--- src/rtl/pipe_stage_skid.sv ---
// Purpose: stage register carrying a control and a datapath bundle across a valid/ready boundary through a 2-entry skid buffer.
// Latency: one cycle from input handshake to output; full throughput while out_ready stays high.
// Backpressure: in_ready is decoded from registered state only (low when both entries are full); flush drops everything held.
module pipe_stage_skid #(
   parameter int                CTRL_W   = 16,
   parameter int                DATA_W   = 64,
   parameter logic [CTRL_W-1:0] NOP_CTRL = '0,
   parameter int                CNT_W    = 16
) (
   input  logic              clk,
   input  logic              rst,
   input  logic              flush,
   input  logic              in_valid,
   output logic              in_ready,
   input  logic [CTRL_W-1:0] in_ctrl,
   input  logic [DATA_W-1:0] in_data,
   output logic              out_valid,
   input  logic              out_ready,
   output logic [CTRL_W-1:0] out_ctrl,
   output logic [DATA_W-1:0] out_data,
   output logic [CNT_W-1:0]  bubble_cnt
);

   typedef enum logic [1:0] {EMPTY, ONE, TWO} state_t;

   state_t            state_q, state_d;
   logic [CTRL_W-1:0] main_ctrl_q, skid_ctrl_q;
   logic [DATA_W-1:0] main_data_q, skid_data_q;
   logic              load_main_in, load_main_skid, load_skid;
   logic              fire_in, fire_out;

   // Handshake strobes; ready and valid come from the state register only.
   assign in_ready  = (state_q != TWO);
   assign out_valid = (state_q != EMPTY);
   assign fire_in   = in_valid & in_ready;
   assign fire_out  = out_valid & out_ready;
   assign out_ctrl  = out_valid ? main_ctrl_q : NOP_CTRL;
   assign out_data  = main_data_q;

   // State register; reset takes priority over everything.
   always_ff @(posedge clk) begin
      if (rst) state_q <= EMPTY;
      else     state_q <= state_d;
   end

   // Next-state and entry-load decode; a flush discards the input beat too.
   always_comb begin
      state_d        = state_q;
      load_main_in   = 1'b0;
      load_main_skid = 1'b0;
      load_skid      = 1'b0;
      if (flush) begin
         state_d = EMPTY;
      end else begin
         case (state_q)
            EMPTY: begin
               if (fire_in) begin
                  load_main_in = 1'b1;
                  state_d      = ONE;
               end
            end
            ONE: begin
               if (fire_in && fire_out) begin
                  load_main_in = 1'b1;
               end else if (fire_in) begin
                  load_skid = 1'b1;
                  state_d   = TWO;
               end else if (fire_out) begin
                  state_d = EMPTY;
               end
            end
            TWO: begin
               if (out_ready) begin
                  load_main_skid = 1'b1;
                  state_d        = ONE;
               end
            end
            default: state_d = EMPTY;
         endcase
      end
   end

   // Entry storage; contents survive a flush, only reset clears them.
   always_ff @(posedge clk) begin
      if (rst) begin
         main_ctrl_q <= '0;
         main_data_q <= '0;
         skid_ctrl_q <= '0;
         skid_data_q <= '0;
      end else begin
         if (load_main_in) begin
            main_ctrl_q <= in_ctrl;
            main_data_q <= in_data;
         end else if (load_main_skid) begin
            main_ctrl_q <= skid_ctrl_q;
            main_data_q <= skid_data_q;
         end
         if (load_skid) begin
            skid_ctrl_q <= in_ctrl;
            skid_data_q <= in_data;
         end
      end
   end

   // Saturating count of cycles where downstream was ready but got nothing.
   always_ff @(posedge clk) begin
      if (rst) begin
         bubble_cnt <= '0;
      end else if (!out_valid && out_ready && (bubble_cnt != {CNT_W{1'b1}})) begin
         bubble_cnt <= bubble_cnt + 1'b1;
      end
   end

endmodule

--- config.mk ---
export PLATFORM = sky130hd
export DESIGN_NAME = pipe_stage_skid
export DESIGN_NICKNAME = d
export VERILOG_FILES = /design/src/rtl/pipe_stage_skid.sv
export SDC_FILE = /design/constraint.sdc
export NUM_CORES = 1
export LEC_CHECK = 0
export CAP_MARGIN = 15
export CORE_MARGIN = 1
export CORE_UTILIZATION = 54
export CTS_BUF_LIST = sky130_fd_sc_hd__clkbuf_8
export DETAILED_ROUTE_END_ITERATION = 6
export PLACE_DENSITY = 0.94
export SYNTH_ARGS = -nofsm -noshare
export SYNTH_HDL_FRONTEND = slang
export SYNTH_SLANG_ARGS = --single-unit
--- constraint.sdc ---
create_clock -name clk -period 3.2 [get_ports clk]
set_input_delay 0.64 -clock clk [delete_from_list [all_inputs] [get_ports clk]]
set_output_delay 0.64 -clock clk [all_outputs]
set_load 0.1 [all_outputs]
==> metrics.csv, run 1 <==
stage,metric,value,unit
status,status,completed,
layout,fin_util,0.733,
setup_path,ff2ff_path_depth,4,
yosys,avgSynthCellArea,8.20,um2
cts,clk_pin_slew,0.08,ns
place,place_inst,1136,
setup_path,cp_slowest_cell,dfxtp_1,
setup_path,cp-start-kind,flop,
place,portBuffers,182,
global_route,grt_overflow_total,0,
power,pwr-share-clk,0.328,
floorplan,rows,40,
setup_path,path_class,reg2out,
worst_hold_path,hp-start,main_ctrl_q[4],
setup_path,setup.worst_path.start,state_q[1],
power,p_leak,3.22,nW
cts,ctsResizeCount,0,
run,max-cap-violations,0,
yosys,synth_area_leaders,"dfxtp_1 52%, nand2_1 13%, a21oi_1 13%",
worst_hold_path,whs_path_depth,2,
floorplan,die_y,115,um
power,power_density,503,nW/um2
power,combPwrFrac,0.159,
yosys,yosysTopAreaCell,dfxtp_1,
setup_path,worst-r2r-setup-slack,1.17,ns
detailed_routing,drt_first_pass_iters,5,
timing,rsz0062_at_grt,no,
timing,fmax,405,MHz
floorplan,start_util,0.561,
setup_path,crit_family,buffers and inverters,
yosys,ys_seq_area_frac,0.520,
yosys,syn_inst,835,
power,swShare,0.291,
cts,cts_num_sinks,178,
setup_path,worstReg2RegStart,state_q[1],
detailed_routing,viasPerCell,5.67,
setup_path,rr_endpoint,bubble_cnt[13],
cts,numCtsBuffers,17,
yosys,ys_seq_elements,178,
setup_path,critPathMaxStageDelay,0.52,ns
floorplan,dieArea,13100,um2
cts,post_cts.repair.setup_buffers,0,
place,gp_congestion,0.821,
global_route,antenna_found_initial,0,
layout,area_growth,30.7,%
cts,clk_latency,0.46,ns
detailed_routing,vias,6618,
power,switchingPower,1.31,mW
setup_path,cp.arrival,1.83,ns
setup_path,required,2.56,ns
timing,finalMaxSlewViolations,0,
layout,finalNonFillerCells,1167,
detailed_routing,ant_nets,0,
detailed_routing,wl,18.0,mm
yosys,netlist.area_leader.share,0.520,
cts,cts_tree,yes,
global_route,grt_use_total,0.278,
yosys,yosysMostFrequentCell,nand2_1,
layout,layout-drive-gt1-share,0.156,
timing,skew,0.0126,ns
yosys,ys_warn_count,0,
timing,worst_slew_pin_slew,0.626,ns
cts,clock_path_buffers,2,
timing,max-slew-margin-rel,0.583,
power,power_frac_seq,0.512,
timing,setup_viol,0,
global_route,grt_pass1_vias,5987,
timing,fin_setup_tns,0,ns
detailed_routing,drt_iter0_drc,655,
yosys,ys_top_cells_by_count,"245 x nand2_1, 178 x dfxtp_1, 174 x a21oi_1",
place,dp_hpwl,11.5,mm
detailed_routing,wl_per_cell,15.4,um
yosys,synth_edf_count,0,
timing,setup_ws,0.730,ns
layout,diodes,0,
setup_path,path_cells,nor2_1 -> buf_4 -> nor2b_1 -> buf_4,
setup_path,crit_top_cell,buf_4,
floorplan,io_pins,183,
worst_hold_path,whs_endpoint,main_ctrl_q[4],
place,preCtsSetupSlack,0.531,ns
yosys,synth_nets,921,
cts,root_buffer,clkbuf_8,
yosys,ys.flop_type,dfxtp_1,
yosys,async_reset_ff_frac,0,
global_route,grt_max_degree,93,
setup_path,cp-end-kind,output pin,
setup_path,critPathBufInv,2,
global_route,grt_pass1_wl,28.6,mm
yosys,syn_area,6850,um2
setup_path,cp_max_fo,19,
floorplan,die_x,115,um
power,vdd_drop_max,421,uV
floorplan,coreArea,12200,um2
timing,min_period_over_period,0.772,
cts,postCtsHoldBufs,0,
worst_hold_path,hp-class,reg2reg,
detailed_routing,drc,0,
yosys,netlist-cell-type-count,39,
power,internal_power,3.20,mW
cts,h-tree-depth,4,
timing,post-route-min-period,2.47,ns
layout,final_nets,1073,
timing,finalHoldViolations,0,
[flip-flops by register name, summed over array words and instances (netlist names)]
signal / flops
out_data: 64
skid_ctrl_q: 16
bubble_cnt: 16
skid_data_q: 64
main_ctrl_q: 16
state_q: 2
[cell type report]
| type | count | area (um2) |
|---|---|---|
| repair buffers | 199 | 1740 |
| clock buffers | 22 | 303 |
| inverters | 1 | 3.75 |
| clock inverters | 9 | 81.3 |
| flip-flops and latches | 178 | 3560 |
| well taps | 168 | 210 |
| fillers | 961 | 3260 |
| multi-input cells | 590 | 3050 |
[power by group through the flow]
stage | Clock [mW] | Sequential, mW | Combinational (mW)
final | 1.48 | 2.31 | 0.719
after global routing | 1.60 | 2.32 | 0.754
after CTS | 1.50 | 2.31 | 0.718
after detailed placement | 0 | 2.36 | 0.716
after global placement | 0 | 2.36 | 0.709
after floorplan | 0 | 2.64 | 0.190
[how the worst max path moves through the flow]
stage,slack [ns],cells after the start,to
2_1_floorplan,0.43,3,out_ctrl[10]
3_3_place_gp,0.58,5,bubble_cnt[10]
3_5_place_dp,0.53,5,bubble_cnt[13]
4_1_cts,0.73,4,out_ctrl[2]
5_1_grt,0.67,4,out_ctrl[2]
6_report,0.73,4,out_ctrl[2]
[per-layer routing]
metal	part of all wire	GRT usage
met5	0	0
met4	0.022	0.120
met3	0.076	0.0704
met2	0.49	0.462
met1	0.41	0.341
[tightest hold or removal path, delay by kind of cell (launching register included)]
family / cells / cell delay, ns
DFF: 1 / 0.31
and+or+nand+nor: 1 / 0.05
AOI/OAI and AO/OA: 1 / 0.05
[cells in the final DEF, fill, tap and decap left out, drive strengths merged, types with 5 or more instances in the layout]
| cell type | netlist | routed |
|---|---|---|
| nand4 | 5 | 5 |
| dfxtp | 178 | 178 |
| nor2 | 9 | 9 |
| nor3 | 7 | 7 |
| nand3 | 5 | 5 |
| buf | 9 | 116 |
| clkbuf | 57 | 22 |
| nand2 | 245 | 245 |
| a22oi | 80 | 80 |
| clkdlybuf4s50 | 0 | 83 |
| a21oi | 174 | 174 |
| clkinv | 0 | 5 |
| nor2b | 20 | 20 |
| o21ai | 5 | 5 |
[stage by stage]
step	power [mW]	cell area, um2	hold WS, ns
3_5_place_dp	3.08	8570	0.442
4_1_cts	4.53	8950	0.453
6_report	4.51	8950	0.454
3_3_place_gp	3.07	8570	0.438
5_1_grt	4.66	8950	0.472
2_1_floorplan	2.83	6850	0.432
[logic make-up after synthesis]
group / after synthesis / share of synthesized area
and+or+nand+nor: 316 / 0.201
AOI/OAI and AO/OA: 269 / 0.231
DFF: 178 / 0.520
buffers and inverters: 67 / 0.0396
muxes: 3 / 0.00475
xor gates and xnor gates: 1 / 0.00128
adders and majority gates: 1 / 0.00183
No activity file was read; power rests on OpenSTA's default activity.
==> run 2: changes to the inputs <==
CORE_UTILIZATION = 50   (was 54)
PLACE_DENSITY = 0.88   (was 0.94)
clock period = 2.3 ns   (was 3.2 ns; I/O delays follow)
==> run 2 against run 1 <==
  * Worst hold slack lost 0.044 ns
  * Core utilization shrank 2.5 points
  * Routed wire length shrank 0.98%
  * Flip-flop and latch count is the same
  * Non-clock buffer count grew 8
  * Cell count grew 1.5%
  * Register-to-register slack lost 0.75 ns
  * Critical path depth is the same
  * Clock-buffer cell count shrank 2
  * Sequential share of layout area shrank 1.8 points
  * Clock skew grew 0.0011 ns
==> metrics.csv, run 2 (synthesis gave the netlist of run 1 again) <==
stage,metric,value,unit,change
timing,min_period_over_period,0.923,,
timing,fin_setup_tns,0,ns,unchanged
timing,finalMaxSlewViolations,0,,unchanged
cts,clk_pin_slew,0.09,ns,about the same
detailed_routing,wl_per_cell,15.0,um,-2.4%
floorplan,start_util,0.515,,-0.0457
timing,setup_viol,0,,unchanged
detailed_routing,drt_first_pass_iters,5,,unchanged
layout,diodes,0,,unchanged
layout,layout-drive-gt1-share,0.177,,+0.0204
worst_hold_path,hp-start,rst,,
layout,final_common_cell,nand2_1,,
status,status,completed,,
worst_hold_path,whs_endpoint,bubble_cnt[8],,
layout,area_growth,37.4,%,
setup_path,ff2ff_path_depth,6,,+2
setup_path,worst-r2r-setup-slack,0.42,ns,-0.75 ns
layout,final_cell_mix,"244 x nand2_1, 173 x a21oi_1, 165 x dfxtp_1, 97 x buf_4, 83 x clkdlybuf4s50_1",,
setup_path,rr_endpoint,bubble_cnt[6],,
global_route,grt_pass1_wl,29.0,mm,+1.1%
setup_path,worstReg2RegStart,bubble_cnt[0],,
timing,skew,0.0137,ns,+0.00110 ns
global_route,grt_use_total,0.254,,-0.0239
timing,fmax,471,MHz,
detailed_routing,vias,6603,,-0.23%
worst_hold_path,whs_path_depth,2,,unchanged
detailed_routing,wl,17.8,mm,-0.98%
timing,rsz0062_at_grt,no,,
timing,post-route-min-period,2.12,ns,
detailed_routing,drc,0,,unchanged
setup_path,cp.arrival,1.66,ns,-0.17 ns
layout,fin_util,0.708,,-0.0254
cts,post_cts.repair.setup_buffers,0,,unchanged
detailed_routing,drt_iter0_drc,491,,-25%
cts,clk_latency,0.47,ns,about the same
setup_path,cp_max_fo,17,,-2
place,preCtsSetupSlack,-0.0146,ns,-0.545 ns
setup_path,cp-start-kind,flop,,
detailed_routing,ant_nets,0,,unchanged
run,max-cap-violations,0,,unchanged
timing,max-slew-margin-rel,0.717,,+0.134
cts,h-tree-depth,4,,unchanged
timing,setup_ws,0.176,ns,-0.554 ns
global_route,grt_max_degree,81,,-13%
cts,clock_path_buffers,2,,unchanged
global_route,grt_pass1_vias,6077,,+1.5%
layout,finalNonFillerCells,1184,,+1.5%
cts,cts_num_sinks,178,,unchanged
power,power,6.64,mW,+47%
timing,worst_slew_pin_slew,0.424,ns,-0.202 ns
place,place_inst,1152,,+1.4%
place,dpl-instance-area,8950,um2,+4.5%
floorplan,io_pins,183,,unchanged
cts,postCtsHoldBufs,0,,unchanged
power,p_leak,3.36,nW,+4.6%
setup_path,required,1.84,ns,-0.72 ns
cts,numCtsBuffers,17,,unchanged
power,vdd_drop_max,415,uV,-1.4%
detailed_routing,viasPerCell,5.58,,-1.7%
floorplan,die_x,119,um,+3.9%
timing,hold_slack,0.410,ns,-0.0439 ns
place,portBuffers,182,,unchanged
setup_path,path_class,reg2out,,
place,gp_congestion,0.787,,-4.2%
power,power_density,705,nW/um2,+40%
floorplan,coreArea,13300,um2,+8.9%
cts,root_buffer,clkbuf_8,,
place,dp_hpwl,11.4,mm,-1.1%
floorplan,rows,42,,+5.0%
setup_path,cp-end-kind,output pin,,
global_route,antenna_found_initial,0,,unchanged
cts,cts_tree,yes,,
layout,fin_area,9410,um2,+5.1%
worst_hold_path,hp-class,in2reg,,
floorplan,dieArea,14200,um2,+7.9%
floorplan,die_y,119,um,+3.9%
timing,finalHoldViolations,0,,unchanged
layout,final_nets,1081,,+0.75%
global_route,grt_overflow_total,0,,unchanged
-- run 2: layout make-up --
cell class / instances / area (um2)
inverter: 1 / 3.75
multi-input combinational: 590 / 3050
fill: 1052 / 3880
clock inverter: 12 / 179
clock buffer: 20 / 275
timing repair buffer: 207 / 2100
tap: 176 / 220
sequential: 178 / 3580
-- run 2: what timing repair did --
item                                    in CTS  in global routing
gates resized for setup                      0                  2
endpoints found under the setup margin       0                  6
endpoints found under the hold margin        0                  0
-- run 2: worst max-delay path by stage --
stage / from / to / slack (ns) / cells after the start
2_1_floorplan: state_q[1] / out_ctrl[10] / -0.29 / 3
3_3_place_gp: out_ready / bubble_cnt[10] / 0.0003 / 6
3_5_place_dp: out_ready / bubble_cnt[13] / -0.01 / 6
4_1_cts: state_q[1] / out_ctrl[2] / 0.05 / 4
5_1_grt: state_q[1] / out_ctrl[2] / 0.1 / 4
6_report: state_q[1] / out_ctrl[2] / 0.18 / 4
-- run 2: layer usage --
layer,wire length [um],global-route usage
met5,0,0
met4,450,0.109
met3,1180,0.0690
met2,8730,0.420
met1,7440,0.309
-- run 2: critical path, cell delays in order, from the launching register on --
cell and delay [ns]:
dfxtp_2 0.42, nor2_1 0.10, buf_4 0.20, nor2b_1 0.26, buf_12 0.22
-- run 2: power by group --
group / internal, mW / switching, mW / total [mW]
Combinational: 0.321 / 0.708 / 1.03
Clock: 1.27 / 1.12 / 2.40
Sequential: 3.16 / 0.0487 / 3.21
